[src/rtl/riscv_soft_mem_arbiter.sv]
// riscv_soft_mem_arbiter
// Shares the single external memory port between the icache refill path and
// the dcache path. Round-robin grant with a lock that holds the memory-side
// request stable while it is stalled, plus an in-order owner FIFO that steers
// each memory response back to the requester that issued it.
module riscv_soft_mem_arbiter #(
    parameter int ADDR_LEN        = 32,
    parameter int XPR_LEN         = 32,
    parameter int MAX_OUTSTANDING = 4
) (
    input  logic                               clk,
    input  logic                               reset,

    input  logic                               icache_mem_req_valid,
    output logic                               icache_mem_req_ready,
    input  logic [ADDR_LEN-1:0]                icache_mem_req_addr,
    output logic                               icache_mem_resp_valid,
    output logic [XPR_LEN-1:0]                 icache_mem_resp_data,

    input  logic                               dcache_mem_req_valid,
    output logic                               dcache_mem_req_ready,
    input  logic [ADDR_LEN-1:0]                dcache_mem_req_addr,
    input  logic [1:0]                         dcache_mem_req_op,
    input  logic [XPR_LEN-1:0]                 dcache_mem_req_wdata,
    input  logic [3:0]                         dcache_mem_req_wmask,
    output logic                               dcache_mem_resp_valid,
    output logic [XPR_LEN-1:0]                 dcache_mem_resp_data,

    output logic                               mem_req_valid,
    input  logic                               mem_req_ready,
    output logic [ADDR_LEN-1:0]                mem_req_addr,
    output logic [1:0]                         mem_req_op,
    output logic [XPR_LEN-1:0]                 mem_req_wdata,
    output logic [3:0]                         mem_req_wmask,
    input  logic                               mem_resp_valid,
    input  logic [XPR_LEN-1:0]                 mem_resp_data,

    output logic [$clog2(MAX_OUTSTANDING):0]   outstanding,
    output logic                               proto_err
);

    localparam int              PTR_W    = $clog2(MAX_OUTSTANDING);
    localparam int              CNT_W    = PTR_W + 1;
    localparam logic [CNT_W-1:0] MAX_CNT = CNT_W'(MAX_OUTSTANDING);
    localparam logic [1:0]      MEM_LOAD = 2'd0;

    // Owner encoding: 0 = icache, 1 = dcache.
    logic                       last_grant;
    logic                       lock;
    logic                       lock_owner;
    logic [MAX_OUTSTANDING-1:0] owner_fifo;
    logic [PTR_W-1:0]           wr_ptr;
    logic [PTR_W-1:0]           rd_ptr;
    logic [CNT_W-1:0]           count;

    logic grant_active;
    logic grant_sel;
    logic full;
    logic empty;
    logic push;
    logic pop;
    logic head;

    // Grant selection: lock wins, then a lone requester, then round-robin on ties.
    always_comb begin
        grant_active = 1'b0;
        grant_sel    = 1'b0;
        if (reset) begin
            grant_active = 1'b0;
        end else if (lock) begin
            grant_active = 1'b1;
            grant_sel    = lock_owner;
        end else if (icache_mem_req_valid && dcache_mem_req_valid) begin
            grant_active = 1'b1;
            grant_sel    = ~last_grant;
        end else if (icache_mem_req_valid) begin
            grant_active = 1'b1;
            grant_sel    = 1'b0;
        end else if (dcache_mem_req_valid) begin
            grant_active = 1'b1;
            grant_sel    = 1'b1;
        end
    end

    // A pop in the same cycle does not lift "full"; this keeps the request path
    // independent of the response path.
    assign full  = (count == MAX_CNT);
    assign empty = (count == '0);

    assign mem_req_valid = grant_active && !full &&
                           (grant_sel ? dcache_mem_req_valid : icache_mem_req_valid);

    assign icache_mem_req_ready = grant_active && !grant_sel && mem_req_ready && !full;
    assign dcache_mem_req_ready = grant_active &&  grant_sel && mem_req_ready && !full;

    // Memory-side fields follow the grant; icache refills are always plain loads.
    always_comb begin
        if (grant_sel) begin
            mem_req_addr  = dcache_mem_req_addr;
            mem_req_op    = dcache_mem_req_op;
            mem_req_wdata = dcache_mem_req_wdata;
            mem_req_wmask = dcache_mem_req_wmask;
        end else begin
            mem_req_addr  = icache_mem_req_addr;
            mem_req_op    = MEM_LOAD;
            mem_req_wdata = '0;
            mem_req_wmask = '0;
        end
    end

    assign push = mem_req_valid && mem_req_ready;
    assign pop  = mem_resp_valid && !empty;
    assign head = owner_fifo[rd_ptr];

    assign icache_mem_resp_valid = pop && !head;
    assign dcache_mem_resp_valid = pop &&  head;
    assign icache_mem_resp_data  = mem_resp_data;
    assign dcache_mem_resp_data  = mem_resp_data;

    assign outstanding = count;

    // Owner FIFO storage and pointers; pointers wrap naturally at the power-of-2 depth.
    always_ff @(posedge clk or posedge reset) begin
        if (reset) begin
            owner_fifo <= '0;
            wr_ptr     <= '0;
            rd_ptr     <= '0;
        end else begin
            if (push) begin
                owner_fifo[wr_ptr] <= grant_sel;
                wr_ptr             <= wr_ptr + PTR_W'(1);
            end
            if (pop) begin
                rd_ptr <= rd_ptr + PTR_W'(1);
            end
        end
    end

    // In-flight counter; push and pop together leave it unchanged.
    always_ff @(posedge clk or posedge reset) begin
        if (reset) begin
            count <= '0;
        end else begin
            case ({push, pop})
                2'b10:   count <= count + CNT_W'(1);
                2'b01:   count <= count - CNT_W'(1);
                default: count <= count;
            endcase
        end
    end

    // Round-robin history and stall lock.
    always_ff @(posedge clk or posedge reset) begin
        if (reset) begin
            last_grant <= 1'b1;
            lock       <= 1'b0;
            lock_owner <= 1'b0;
        end else if (push) begin
            last_grant <= grant_sel;
            lock       <= 1'b0;
        end else if (mem_req_valid && !mem_req_ready) begin
            lock       <= 1'b1;
            lock_owner <= grant_sel;
        end
    end

    // Sticky flag for a response that arrives with nothing in flight.
    always_ff @(posedge clk or posedge reset) begin
        if (reset) begin
            proto_err <= 1'b0;
        end else if (mem_resp_valid && empty) begin
            proto_err <= 1'b1;
        end
    end

endmodule

[config.mk]
export PLATFORM = sky130hd
export DESIGN_NAME = riscv_soft_mem_arbiter
export DESIGN_NICKNAME = d
export VERILOG_FILES = /design/src/rtl/riscv_soft_mem_arbiter.sv
export SDC_FILE = /design/constraint.sdc
export NUM_CORES = 1
export LEC_CHECK = 0
export CAP_MARGIN = 40
export CORE_AREA = 3 3 108 110
export CTS_BUF_LIST = sky130_fd_sc_hd__clkbuf_16
export CTS_CLUSTER_SIZE = 14
export DETAILED_ROUTE_END_ITERATION = 8
export DIE_AREA = 0 0 111 113
export PLACE_DENSITY = 0.76
export SYNTH_ARGS = -nofsm -noshare
export SYNTH_HDL_FRONTEND = slang
export SYNTH_SLANG_ARGS = --single-unit
[constraint.sdc]
create_clock -name clk -period 2.8 [get_ports clk]
set_input_delay 0.84 -clock clk [delete_from_list [all_inputs] [get_ports clk]]
set_output_delay 0.84 -clock clk [all_outputs]
set_load 0.02 [all_outputs]
Word level (Yosys, flattened, before mapping). Index checks and enable logic that the tools add are counted.

Bits in registers: 15. Input bits: 140. Output and inout bits: 143.

Add/sub/neg operators: 4. Order comparisons: 3. Eq/ne operators: 3. Multiplexer cells: 22. Bitwise operators: 2. Reduce and logical (&&, ||, !) cells: 25.

Operators with widths (count): 2-to-1 mux 32 bit (2); logical AND 1 bit (16); 2-to-1 mux 1 bit (14); < comparator 2 x 3 -> 1 bit (second input constant) (2); one-hot mux 3 bit (2 select lines) (1); logical NOT 1 bit (5); adder 2 x 1 -> 2 bit (second input constant) (2); bitwise mux 4 bit (1); 2-to-1 mux 4 bit (1); nonzero test 2 bit (2); adder 3 x 1 -> 3 bit (second input constant) (1); equality test 3 bit (second input constant) (1); logical NOT 3 bit (1); subtractor 3 x 1 -> 3 bit (second input constant) (1); binary-select mux 1 bit (select 2 bit) (1); demux 1 bit (select 2 bit) (1); equality test 2 x 1 -> 1 bit (second input constant) (1); equality test 2 bit (second input constant) (1); greater-or-equal comparator 2 x 1 -> 1 bit (second input constant) (1); 2-to-1 mux 2 bit (1); NOT 1 bit (2); AND reduction 2 bit (1).

Depth between registers and ports, before layout.
Depth in word-level cells: 10. Depth in mapped cells: 10.

Worst setup path before layout. Ideal clock, no wire load.

Path kind: input to output. Start point: input port reset. End point: output port dcache_mem_req_ready. Arrival: 2.104 ns. Data required time: 1.960 ns. Slack: -0.144 ns. Stages on the path: 3. Buffers on the path: 0. Cell sequence: inv_1 -> nand3_2 -> nor3b_1.

Word-level cells in the longest chain between the ends: 4. Elaborated cells between the ends (all ways): 5. Those cells by class: 2 x mux; 3 x reduce/logical.

RTL lines: start: declaration (RTL line 12) `input logic reset,`; 2-to-1 mux 1 bit (RTL line 68) `if (reset) begin`; logical AND 1 bit (*) (3 in a row) (RTL line 94) `assign dcache_mem_req_ready = grant_active && grant_sel && mem_req_ready && !full;`; end: declaration (RTL line 21) `output logic dcache_mem_req_ready,`.

Every way passes the cells marked *; elsewhere a longest branch is shown, timed or not.

Worst setup path after layout.
Start point: input port icache_mem_req_valid. End point: output port mem_req_addr[1].

Word-level cells in the longest chain between the ends: 5. Elaborated cells between the ends (all ways): 6. Those cells by class: 5 x mux; 1 x reduce/logical.

RTL lines: start: declaration (RTL line 14) `input logic icache_mem_req_valid,`; 2-to-1 mux 1 bit / logical AND 1 bit (equally long branches) (RTL line 76, 73); 2-to-1 mux 1 bit (*) (RTL line 73) `end else if (icache_mem_req_valid && dcache_mem_req_valid) begin`; 2-to-1 mux 1 bit (*) (RTL line 70) `end else if (lock) begin`; 2-to-1 mux 1 bit (*) (RTL line 68); 2-to-1 mux 32 bit (*) (RTL line 98) `if (grant_sel) begin`; end: declaration (RTL line 31) `output logic [ADDR_LEN-1:0] mem_req_addr,`.

Marks and branches as above.

==> summary.md <==
| Metric | Value |
|---|---|
| Largest net degree at the start of global routing | 14 |
| Final Skew | around 0.00085 ns |
| Crit start category | input port |
| Worst-Margin Slew | ~0.22 ns |
| CP endpoint kind | output pin |
| Slew headroom | 0.853 |
| First-pass GRT wire length | 14,900 microns |
| Final period util | 1.05 |
| Antenna violations before repair | 0 |
| Crit path DAT | approximately 2.1 ns |
| Vias in the first global route | roughly 2,400 |
| Latest clock arrival within the worst-skew pair | 0.25 ns |
| Routed len/inst | around 19 microns |
| ANT nets after route | 0 |
| VDD IR-drop max | between 300 and 400 uV |
| Non-Filler Instances | 516 |
| F_max | around 340 MHz |
| Synth-to-Final Area Change | 108% |
| Synthesis-stage register bit count | 15 |
| Syn Nets | about 370 |
| Via density | approximately 4 |
| First DRT Iteration DRCs | between 40 and 50 |
| Layout cells sized above 1 | 0.520 |
| Grt ovf | 0 |
| Final Power | about 2.4 mW |
| Via count | 2,070 |
| DR pass1 iterations | 4 |
| Post-synth top area cell | buf_4 |
| Final WL | ~10000 microns |
| Worst Path Buf+Inv | 5 |
| Netlist cell types | 34 |
| Initial Util | 0.189 |
| Top-level I/O count | between 200 and 300 |
| Post-Syn Area | around 0.0020 sq mm |
| Hold Vio Cnt, Final | 0 |
| Max-Cap Viols | 0 |
| Final setup viols | 42 |
| Synth area leaders | buf_4 24%, mux2_2 18%, dfrtp_1 17% |
| Seq/Total Area, Yosys | 0.184 |
| Fin Setup TNS | -2.69 ns |
| Htree depth | 1 |
| P_leak | roughly 1.9 nW |
| Worst-path cell chain | buf_6, nand2_2, nand3_2, a21oi_4, buf_6, buf_6, buf_16, mux2_4, buf_6 |
| CTS tree | done |
| Critical path class | in -> out |
| Most common cell after layout, fill and taps aside | clkdlybuf4s50_1 |
| Worst Hold Class | reg -> reg |
| Final nets | between 500 and 600 |
| FF+latch area | 377 sq um |
| Most frequent cells in the layout | 108 x clkdlybuf4s50_1, 58 x buf_6, 35 x mux2_4 |
| Synth top area share | 0.239 |
| Final instance area | between 0.004 and 0.005 sq mm |
| DRC viols | 0 |
| Die ar. | between 0.01 and 0.015 sq mm |
| RePlAce Congestion | between 0.7 and 0.8 |
| Clock slew at reported path FFs | roughly 0.05 ns |
| Outcome | complete, but fails checks |
| Reg-to-reg slack, setup | 0.42 ns |
| CTS Buf Count | 3 |
| Syn Area/Cell | between 9 and 10 sq um |
| PwrDens | around 560 mW/mm^2 |
| Slowest stage cell, crit path | mux2_4 |
| Final worst setup slack | -0.142 ns |
| # port buffers | ~190 |
| Cells after synthesis | about 220 |
| Clock Path Buffers | 2 |
| WHS | about 0.45 ns |
| Total core area | ~0.011 sq mm |
| Worst path most repeated cell | buf_6 |
| Post-DP Area | ~0.0037 sq mm |
| Slew Limit Fails | 0 |
| RSZ-0062 raised after global routing | true |
| Yosys warnings | 0 |
| Clk root buf | clkbuf_16 |
| Failing checks | negative setup slack |
| Total GRT Usage | 0.150 |
| CP Data Required Time | 1.96 ns |
| DP Wirelength | around 7400 microns |
| Crit-path max FO | 7 |
| Fillers | between 1,000 and 1,500 |
| Multi-input gate area | about 0.0013 sq mm |
| Placed cell count | between 400 and 500 |
| DIE WIDTH | roughly 110 microns |
| Crit-path max cell delay | between 0.3 and 0.4 ns |
| CTS Sinks | 15 |
| Rows | 38 |
| Die height | between 100 and 150 microns |
| Min Tclk post-route | slightly below 3 ns |
| CP top delay family | buffers and inverters |
## what timing repair did
action	4_1_cts	5_1_grt
endpoints found under the setup margin	77	70
hold buffers	0	0
gates resized for setup	431	60
pin swaps	3	12
buffers inserted	11	4
gates cloned	6	1
## metrics by stage
stage | util | setup slack, ns
2_1_floorplan | - | 0.0298
3_3_place_gp | 0.346 | -0.932
3_5_place_dp | 0.346 | -0.948
4_1_cts | 0.384 | -0.209
5_1_grt | 0.393 | -0.191
6_report | 0.393 | -0.142
## sequential cells by signal, summed over array words and instances, names as in the netlist
register and cells:
last_grant 1, lock 1, lock_owner 1, outstanding 3
owner_fifo 4, proto_err 1, rd_ptr 2, wr_ptr 2
## per-layer routing
metal,GRT usage,up-vias,routed length [microns]
li1,-,965,-
met1,0.189,951,4090
met2,0.261,144,5010
met3,0.0385,10,729
met4,0.0255,0,149
met5,0.00392,-,0
## layout make-up
type	instances	share of cell area
inverters	13	0.0115
repair buffers	222	0.537
clock buffers	3	0.0177
well taps	140	0.0413
multi-input cells	121	0.302
diodes	1	0.000590
flip-flops and latches	15	0.0888
clock inverters	1	0.00118
## cell usage after synthesis, drive strengths merged
| cell | n |
|---|---|
| buf | 68 |
| and2 | 39 |
| mux2 | 39 |
| dfrtp | 14 |
| inv | 13 |
| nor3 | 8 |
| ha | 5 |
| clkbuf | 4 |
| nand2 | 4 |
| nor2 | 4 |
| xnor2 | 4 |
| a21oi | 2 |
| nand3 | 2 |
| o211ai | 2 |
| or3b | 2 |
| xor2 | 2 |
| a21o | 1 |
| dfstp | 1 |
| fa | 1 |
| mux2i | 1 |
| mux4 | 1 |
| nand2b | 1 |
| nand4bb | 1 |
| nor2b | 1 |
| nor3b | 1 |
## worst paths after layout
check	depth (start not counted)	to	startpoint
setup / recovery	9	mem_req_addr[1]	icache_mem_req_valid
hold / removal	1	proto_err	proto_err
setup reg to reg	11	outstanding[2]	outstanding[0]
hold reg to reg	1	proto_err	proto_err
max in group asynchronous	4	last_grant	reset
min in group asynchronous	4	outstanding[0]	reset
## power by group
group	leakage [nW]	internal [mW]	switching [mW]
Clock	0.0409	0.191	0.0903
Sequential	0.180	0.314	0.0848
Combinational	1.69	0.960	0.724
Total	1.91	1.47	0.899
## cells by family (layout without fill, tap and decap cells)
logic type	after synthesis	in the layout	share of synthesized area
buffers and inverters	85	239	0.279
AND/OR/NAND/NOR	63	63	0.202
multiplexers	41	41	0.244
flip-flops	15	15	0.184
adder cells (fa/ha/maj)	6	6	0.0404
XOR/XNOR	6	6	0.0257
AO/OA/AOI/OAI	5	5	0.0245
other	0	1	0
(Power assumes the default switching activity.)
